$ cat src/rtl/alu_sequencer.sv
// alu_sequencer: issue-side controller for the OrgaSmall alu.
// Holds an 8-entry register file and runs one instruction per four cycles.
`timescale 1ns/1ps
module alu_sequencer #(
    parameter int WORD_SIZE = 16
) (
    input  logic                 clk,
    input  logic                 rst_n,
    input  logic                 instr_valid,
    output logic                 instr_ready,
    input  logic [15:0]          instr,
    output logic [WORD_SIZE-1:0] alu_a,
    output logic [WORD_SIZE-1:0] alu_b,
    output logic [3:0]           alu_op,
    input  logic [WORD_SIZE-1:0] alu_out,
    input  logic                 wr_en,
    input  logic [2:0]           wr_addr,
    input  logic [WORD_SIZE-1:0] wr_data,
    input  logic [2:0]           rd_addr,
    output logic [WORD_SIZE-1:0] rd_data,
    output logic                 flag_z,
    output logic                 flag_n,
    output logic                 done,
    output logic                 illegal
);

    localparam logic [3:0] OP_ADD = 4'd0;
    localparam logic [3:0] OP_SUB = 4'd1;
    localparam logic [3:0] OP_SHL = 4'd2;
    localparam logic [3:0] OP_SRA = 4'd3;
    localparam logic [3:0] OP_SRL = 4'd4;
    localparam logic [3:0] OP_AND = 4'd5;
    localparam logic [3:0] OP_OR  = 4'd6;
    localparam logic [3:0] OP_XOR = 4'd7;
    localparam logic [3:0] OP_EQ  = 4'd8;

    typedef enum logic [1:0] {
        IDLE,
        ISSUE,
        CAPTURE,
        RETIRE
    } state_t;

    state_t               state;
    logic [WORD_SIZE-1:0] rf [8];
    logic [WORD_SIZE-1:0] result_q;
    logic [2:0]           rx_q;
    logic                 legal_q;
    logic                 cmp_q;

    logic [4:0]           opcode;
    logic [2:0]           rx;
    logic [2:0]           ry;
    logic [3:0]           dec_op;
    logic                 dec_legal;
    logic                 dec_cmp;
    logic                 accept;
    logic                 wb_en;

    assign opcode  = instr[15:11];
    assign rx      = instr[10:8];
    assign ry      = instr[7:5];
    assign accept  = (state == IDLE) && instr_valid && instr_ready;
    assign wb_en   = (state == RETIRE) && legal_q && !cmp_q;
    assign rd_data = rf[rd_addr];

    // Illegal opcodes still run through the alu as ADD; the result is dropped.
    always_comb begin
        dec_op    = OP_ADD;
        dec_legal = 1'b1;
        dec_cmp   = 1'b0;
        case (opcode)
            5'h01: dec_op = OP_ADD;
            5'h02: dec_op = OP_SUB;
            5'h03: dec_op = OP_AND;
            5'h04: dec_op = OP_OR;
            5'h05: dec_op = OP_XOR;
            5'h06: dec_op = OP_SHL;
            5'h07: dec_op = OP_SRA;
            5'h08: dec_op = OP_SRL;
            5'h09: begin
                dec_op  = OP_EQ;
                dec_cmp = 1'b1;
            end
            default: dec_legal = 1'b0;
        endcase
    end

    always_ff @(posedge clk or negedge rst_n) begin
        if (!rst_n) begin
            state       <= IDLE;
            instr_ready <= 1'b1;
            alu_a       <= '0;
            alu_b       <= '0;
            alu_op      <= OP_ADD;
            result_q    <= '0;
            rx_q        <= '0;
            legal_q     <= 1'b0;
            cmp_q       <= 1'b0;
            flag_z      <= 1'b0;
            flag_n      <= 1'b0;
            done        <= 1'b0;
            illegal     <= 1'b0;
        end else begin
            done    <= 1'b0;
            illegal <= 1'b0;
            unique case (state)
                IDLE: begin
                    if (accept) begin
                        alu_a       <= rf[rx];
                        alu_b       <= rf[ry];
                        alu_op      <= dec_op;
                        rx_q        <= rx;
                        legal_q     <= dec_legal;
                        cmp_q       <= dec_cmp;
                        instr_ready <= 1'b0;
                        state       <= ISSUE;
                    end
                end
                ISSUE: begin
                    state <= CAPTURE;
                end
                CAPTURE: begin
                    result_q <= alu_out;
                    done     <= 1'b1;
                    illegal  <= !legal_q;
                    state    <= RETIRE;
                end
                RETIRE: begin
                    if (legal_q && cmp_q) begin
                        flag_z <= result_q[0];
                    end else if (legal_q) begin
                        flag_z <= (result_q == '0);
                        flag_n <= result_q[WORD_SIZE-1];
                    end
                    instr_ready <= 1'b1;
                    state       <= IDLE;
                end
                default: state <= IDLE;
            endcase
        end
    end

    // The writeback is the later assignment, so it wins an address clash.
    always_ff @(posedge clk or negedge rst_n) begin
        if (!rst_n) begin
            for (int i = 0; i < 8; i++) begin
                rf[i] <= '0;
            end
        end else begin
            if (wr_en) begin
                rf[wr_addr] <= wr_data;
            end
            if (wb_en) begin
                rf[rx_q] <= result_q;
            end
        end
    end

endmodule

$ cat config.mk
export PLATFORM = sky130hd
export DESIGN_NAME = alu_sequencer
export DESIGN_NICKNAME = d
export VERILOG_FILES = /design/src/rtl/alu_sequencer.sv
export SDC_FILE = /design/constraint.sdc
export NUM_CORES = 1
export LEC_CHECK = 0
export BUFFER_PORTS_ARGS = -buffer_cell sky130_fd_sc_hd__buf_2
export CAP_MARGIN = 5
export CORE_MARGIN = 5
export CORE_UTILIZATION = 50
export DETAILED_ROUTE_END_ITERATION = 8
export GPL_TIMING_DRIVEN = 1
export PLACE_DENSITY = 0.8
export SETUP_SLACK_MARGIN = 0.15
export SYNTH_ARGS = -nofsm -noshare
export SYNTH_HDL_FRONTEND = slang
export SYNTH_SLANG_ARGS = --single-unit
$ cat constraint.sdc
create_clock -name clk -period 3.02 [get_ports clk]
set_input_delay 0.302 -clock clk [delete_from_list [all_inputs] [get_ports clk]]
set_output_delay 0.302 -clock clk [all_outputs]
set_load 0.1 [all_outputs]
Word level (Yosys, flattened, before mapping)
Index checks and enable logic that the tools add are counted.
Widths: inputs -> output; s select.
{ "totals": {"word_cells": 93, "ram_bits": 0, "register_bits": 192, "out_inout_bits": 57, "latch_bits": 0, "mem_count": 0, "romBits": 0} }
{ "classes": {"mul": 0, "n_mux": 28, "addsub": 0, "n_eq_ne": 13, "bitwise": 6, "reduce_logical": 18, "order_cmp": 7, "n_shift": 0, "div": 0} }
{ "ops": {"columns": ["cell", "n"], "rows": [
  ["$bwmux 128", 2],
  ["$mux 128", 2],
  ["$bmux 16 s3", 3],
  ["$mux 16", 8],
  ["$demux 16 s3", 2],
  ["$pmux 4 s8", 1],
  ["$eq 5x3->1 const B", 4],
  ["$ge 4x4->1 const B", 5],
  ["$not 3->4", 5],
  ["$logic_not 16->1", 1],
  ["$eq 5x2->1 const B", 2],
  ["$eq 5x4->1 const B", 2],
  ["$reduce_or 9->1", 1],
  ["$lt 4x1->1 const B", 2],
  ["$pmux 2 s4", 1],
  ["$logic_and 1x1->1", 7],
  ["$mux 1", 7],
  ["$reduce_and 2->1", 3],
  ["$eq 5x1->1 const B", 1],
  ["$eq 2x2->1 const B", 2],
  ["$reduce_bool 2->1", 2],
  ["$reduce_and 3->1", 1],
  ["$eq 2x1->1 const B", 1],
  ["$logic_not 1->1", 2],
  ["other kinds (5)", 5]
]} }

Logic depth before layout (Yosys ltp)
{ "depth": {"depth_word": 9, "mapped_depth": 7} }

Least setup slack after synthesis
OpenSTA, ideal clock, no wires.
{ "synth_path": {"path_kind": "in2out", "startpoint": "in rd_addr[0]", "endpoint": "out rd_data[0]", "t_arrival_ns": 1.828, "path_stages": 4, "slack_ns": 0.890, "path_buffers": 2, "required_ns": 2.718, "cell_sequence": "clkbuf_1 -> buf_2 -> mux4_2 -> mux2_2"} }
{ "synth_between": {"elab_chain_len": 4} }
{ "synth_rtl": {"columns": ["element", "line", "source"], "rows": [
  ["start, declared", "19", "input logic [2:0] rd_addr,"],
  ["$not 3->4 (implied by the code)", "65", "assign rd_data = rf[rd_addr];"],
  ["$bmux 16 s3", "65", null],
  ["$mux 16 (implied by the code) (2 in a row)", "65", null],
  ["end, declared", "20", "output logic [WORD_SIZE-1:0] rd_data,"]
]} }
No other way between the ends. The select of a mux whose other input is x is not followed.

Worst setup path in the final report
{ "layout_path": {"startpoint": "reg legal_q", "endpoint": "reg rf[105] (netlist name)"} }
{ "layout_between": {"elab_chain_len": 3} }
{ "layout_rtl": {"columns": ["element", "line", "source"], "rows": [
  ["start, declared", "48", "logic legal_q;"],
  ["start signal, assigned", "114", "legal_q <= dec_legal;"],
  ["$logic_and 1x1->1 (2 in a row)", "64", "assign wb_en = (state == RETIRE) && legal_q && !cmp_q;"],
  ["$mux 128", "154", "if (wb_en) begin"],
  ["end signal, assigned by index", "152", "rf[wr_addr] <= wr_data;"],
  ["end signal, assigned by index", "155", "rf[rx_q] <= result_q;"],
  ["end, declared", "45", "logic [WORD_SIZE-1:0] rf [8];"]
]} }
No other way between the ends.
A chain may end at the register's enable or synchronous reset.

==> results.cfg <==
[status]
status = finished clean

[placement]
gp_congestion = 0.877
hpwl_um = 22400
io_buffers = 109

[synthesis]
ys_seq_area_frac = 0.412
yosysWarnings = 0
yosysUniqueCellTypes = 46
synth-async-reset-ratio = 1.00
ys_seq_elements = 192
synthesis.area_um2 = 11700
synth_edf_count = 0
synth_area_per_cell_um2 = 10.6
synthCells = 1106
synth-main-ff-cell = dfrtp_1
synthesis.nets = 1168

[sta]
finalSetupViolations = 0
period_share = 0.784
rsz0062_at_grt = no
holdWs_ns = 0.0839
skew_ns = 0.00682
worstMarginPinSlew_ns = 1.03
timing.fmax_mhz = 423
hold_viol = 0
finalSetupTns_ns = 0
finalCriticalPeriod_ns = 2.37
relSlewSlack = 0.312
finalMaxSlewViolations = 0

[job]
cap_violations = 0

[pwr]
ir_worst_vdd_mv = 0.591
p_per_area_nw_per_um2 = 1130
power.leakage_nw = 5.64

[floorplanning]
io_pins = 115
placementRows = 56
die-area_um2 = 26500
die_height_um = 163
dieWidth_um = 163
initial_core_util = 0.502
core_um2 = 23300

[clock_tree]
cts_num_sinks = 192
insertion_delay_ns = 0.44
cts_resized = 0
cts_buffers = 17
postCtsSetupBuffers = 0
htreeDepth = 4
clk_pin_slew_ns = 0.07
cts_buffer_depth = 2
cts_tree = yes
cts_root_buf = clkbuf_16

[critical_path]
reg2reg_depth = 4
start_kind = flop
critPathKind = reg2reg
crit_chain = nand3b_1, or4b_2, nor2_1, a21oi_1
critPathBufInv = 0
crit_arrival_ns = 2.64
cp-end-kind = flop
path_max_fanout = 32
critPathSlowestCell = or4b_2
cpPeakStageDelay_ns = 1.11
critPathRequiredTime_ns = 3.30
critPathTopFamily = simple AND/OR/NAND/NOR gates
cp.depth = 4

[routing]
routed_wl_um = 35000
drt_iter0_markers = 1221
drc = 0
wl_per_cell_um = 23.8
ant_nets = 0
vias = 9291
dr.pass1.iters = 7
vias_per_cell = 6.31

[global_route]
gr-total-overflow = 0
grt_usage = 0.265
antenna_found_initial = 3
grt_max_degree = 91
grt_pass1_vias = 9374
grt_pass1_wl_um = 54200

[hold_path]
hold_depth = 2
hold_path.class = in2reg

[layout]
fillCellCount = 1965
layout_common_cells = mux2i_1, dfrtp_1, nand2_1
areaGrowthSynthToFinish_pct = 11.6
final_util = 0.560
drive_gt1_frac = 0.299
diodes = 0
mostFrequentLayoutCell = mux2i_1
nNetsFinal = 1203
-- kinds of logic (layout without fill, tap and decap cells) --
group,after synthesis,in the layout,share of synthesized area
adders and majority gates,4,4,0.00429
DFF,192,192,0.412
and+or+nand+nor,219,219,0.0849
muxes,325,325,0.324
buffers and inverters,126,173,0.0492
AOI/OAI and AO/OA,240,240,0.126
-- cell usage after synthesis (2+ instances only) --
master	count	area [um^2]
clkbuf_1	71	267
a22o_1	2	17.5
nor4bb_1	2	20.0
inv_1	4	15.0
nor3_1	3	15.0
nor2_2	14	87.6
o31ai_1	2	15.0
a21oi_1	19	95.1
nand3_1	2	10.0
nand3b_1	3	22.5
o22ai_1	30	188
nor2_1	29	109
dfrtp_1	191	4780
o21ai_0	137	686
buf_4	3	22.5
ha_1	4	50.1
nand2b_1	3	18.8
a221o_1	30	300
mux2i_1	193	1930
nand2_1	141	529
or4_1	2	15.0
nor4_1	3	18.8
buf_1	13	48.8
buf_2	29	145
buf_12	2	40.0
nand4_1	2	12.5
mux2_2	100	1130
mux4_2	32	721
nand4b_1	4	35.0
a21oi_2	16	140
nor2b_1	3	18.8
a21o_1	2	15.0
clkbuf_2	2	10.0
-- through the flow --
| stage | std cells | instance area (um^2) | worst slack (ns) | total power, mW |
|---|---|---|---|---|
| 6_report | 1472 | 13000 | 0.654 | 14.7 |
| 5_1_grt | 1472 | 13000 | 0.575 | 15.4 |
| 4_1_cts | 1472 | 13000 | 0.705 | 14.6 |
| 3_5_place_dp | 1440 | 12500 | 0.716 | 12.4 |
| 3_3_place_gp | 1440 | 12500 | 0.734 | 12.1 |
| 2_1_floorplan | 1106 | 11700 | 0.890 | 10.8 |
-- cell type report --
cell class,instances,area [um^2],area share
Sequential cell,192,4810,0.369
Clock buffer,19,443,0.0340
Timing Repair Buffer,138,887,0.0681
Multi-Input combinational cell,788,6360,0.489
Inverter,4,15.0,0.00115
Tap cell,319,399,0.0306
Clock inverter,12,109,0.00836
-- path summary, 6_finish.rpt --
check                                           from                  endpoint  slack (ns)
worst max-delay path             legal_q$_DFFE_PN0P_         rf[105]$_DFF_PN0_        0.65
worst min-delay path                     alu_out[10]  result_q[10]$_DFFE_PN0P_        0.08
worst max register to register   legal_q$_DFFE_PN0P_         rf[105]$_DFF_PN0_        0.65
worst min register to register  alu_a[3]$_DFFE_PN0P_      alu_a[3]$_DFFE_PN0P_        0.47
max in group asynchronous                      rst_n          rf[95]$_DFF_PN0_        1.70
min in group asynchronous                      rst_n   result_q[4]$_DFFE_PN0P_        0.51
-- report_power, final --
group	total, mW	switching (mW)	internal (mW)	leakage (nW)
sequential	5.42	1.57	3.85	2.22
clock	2.19	1.03	1.16	0.271
combinational	7.09	4.77	2.32	3.15
total	14.7	7.37	7.33	5.64
-- routing by layer --
metal	routed length [um]	vias to the layer above	track usage
met2	16100	523	0.411
met4	1610	6	0.133
li1	-	4096	-
met1	14100	4538	0.346
met5	38	-	0
met3	3230	128	0.0673
-- flip-flops by register name, summed over array words and instances (netlist names) --
register and cells:
result_q 16, alu_b 16, rx_q 3, flag_n 1, rf 128, legal_q 1
done 1, flag_z 1, illegal 1, instr_ready 1, alu_a 16, alu_op 4
state 2, cmp_q 1
-- timing repair --
item,CTS,global route
endpoints found under the hold margin,87,0
hold buffers,1,0
endpoints found under the setup margin,0,0
No activity file was read; power rests on OpenSTA's default activity.
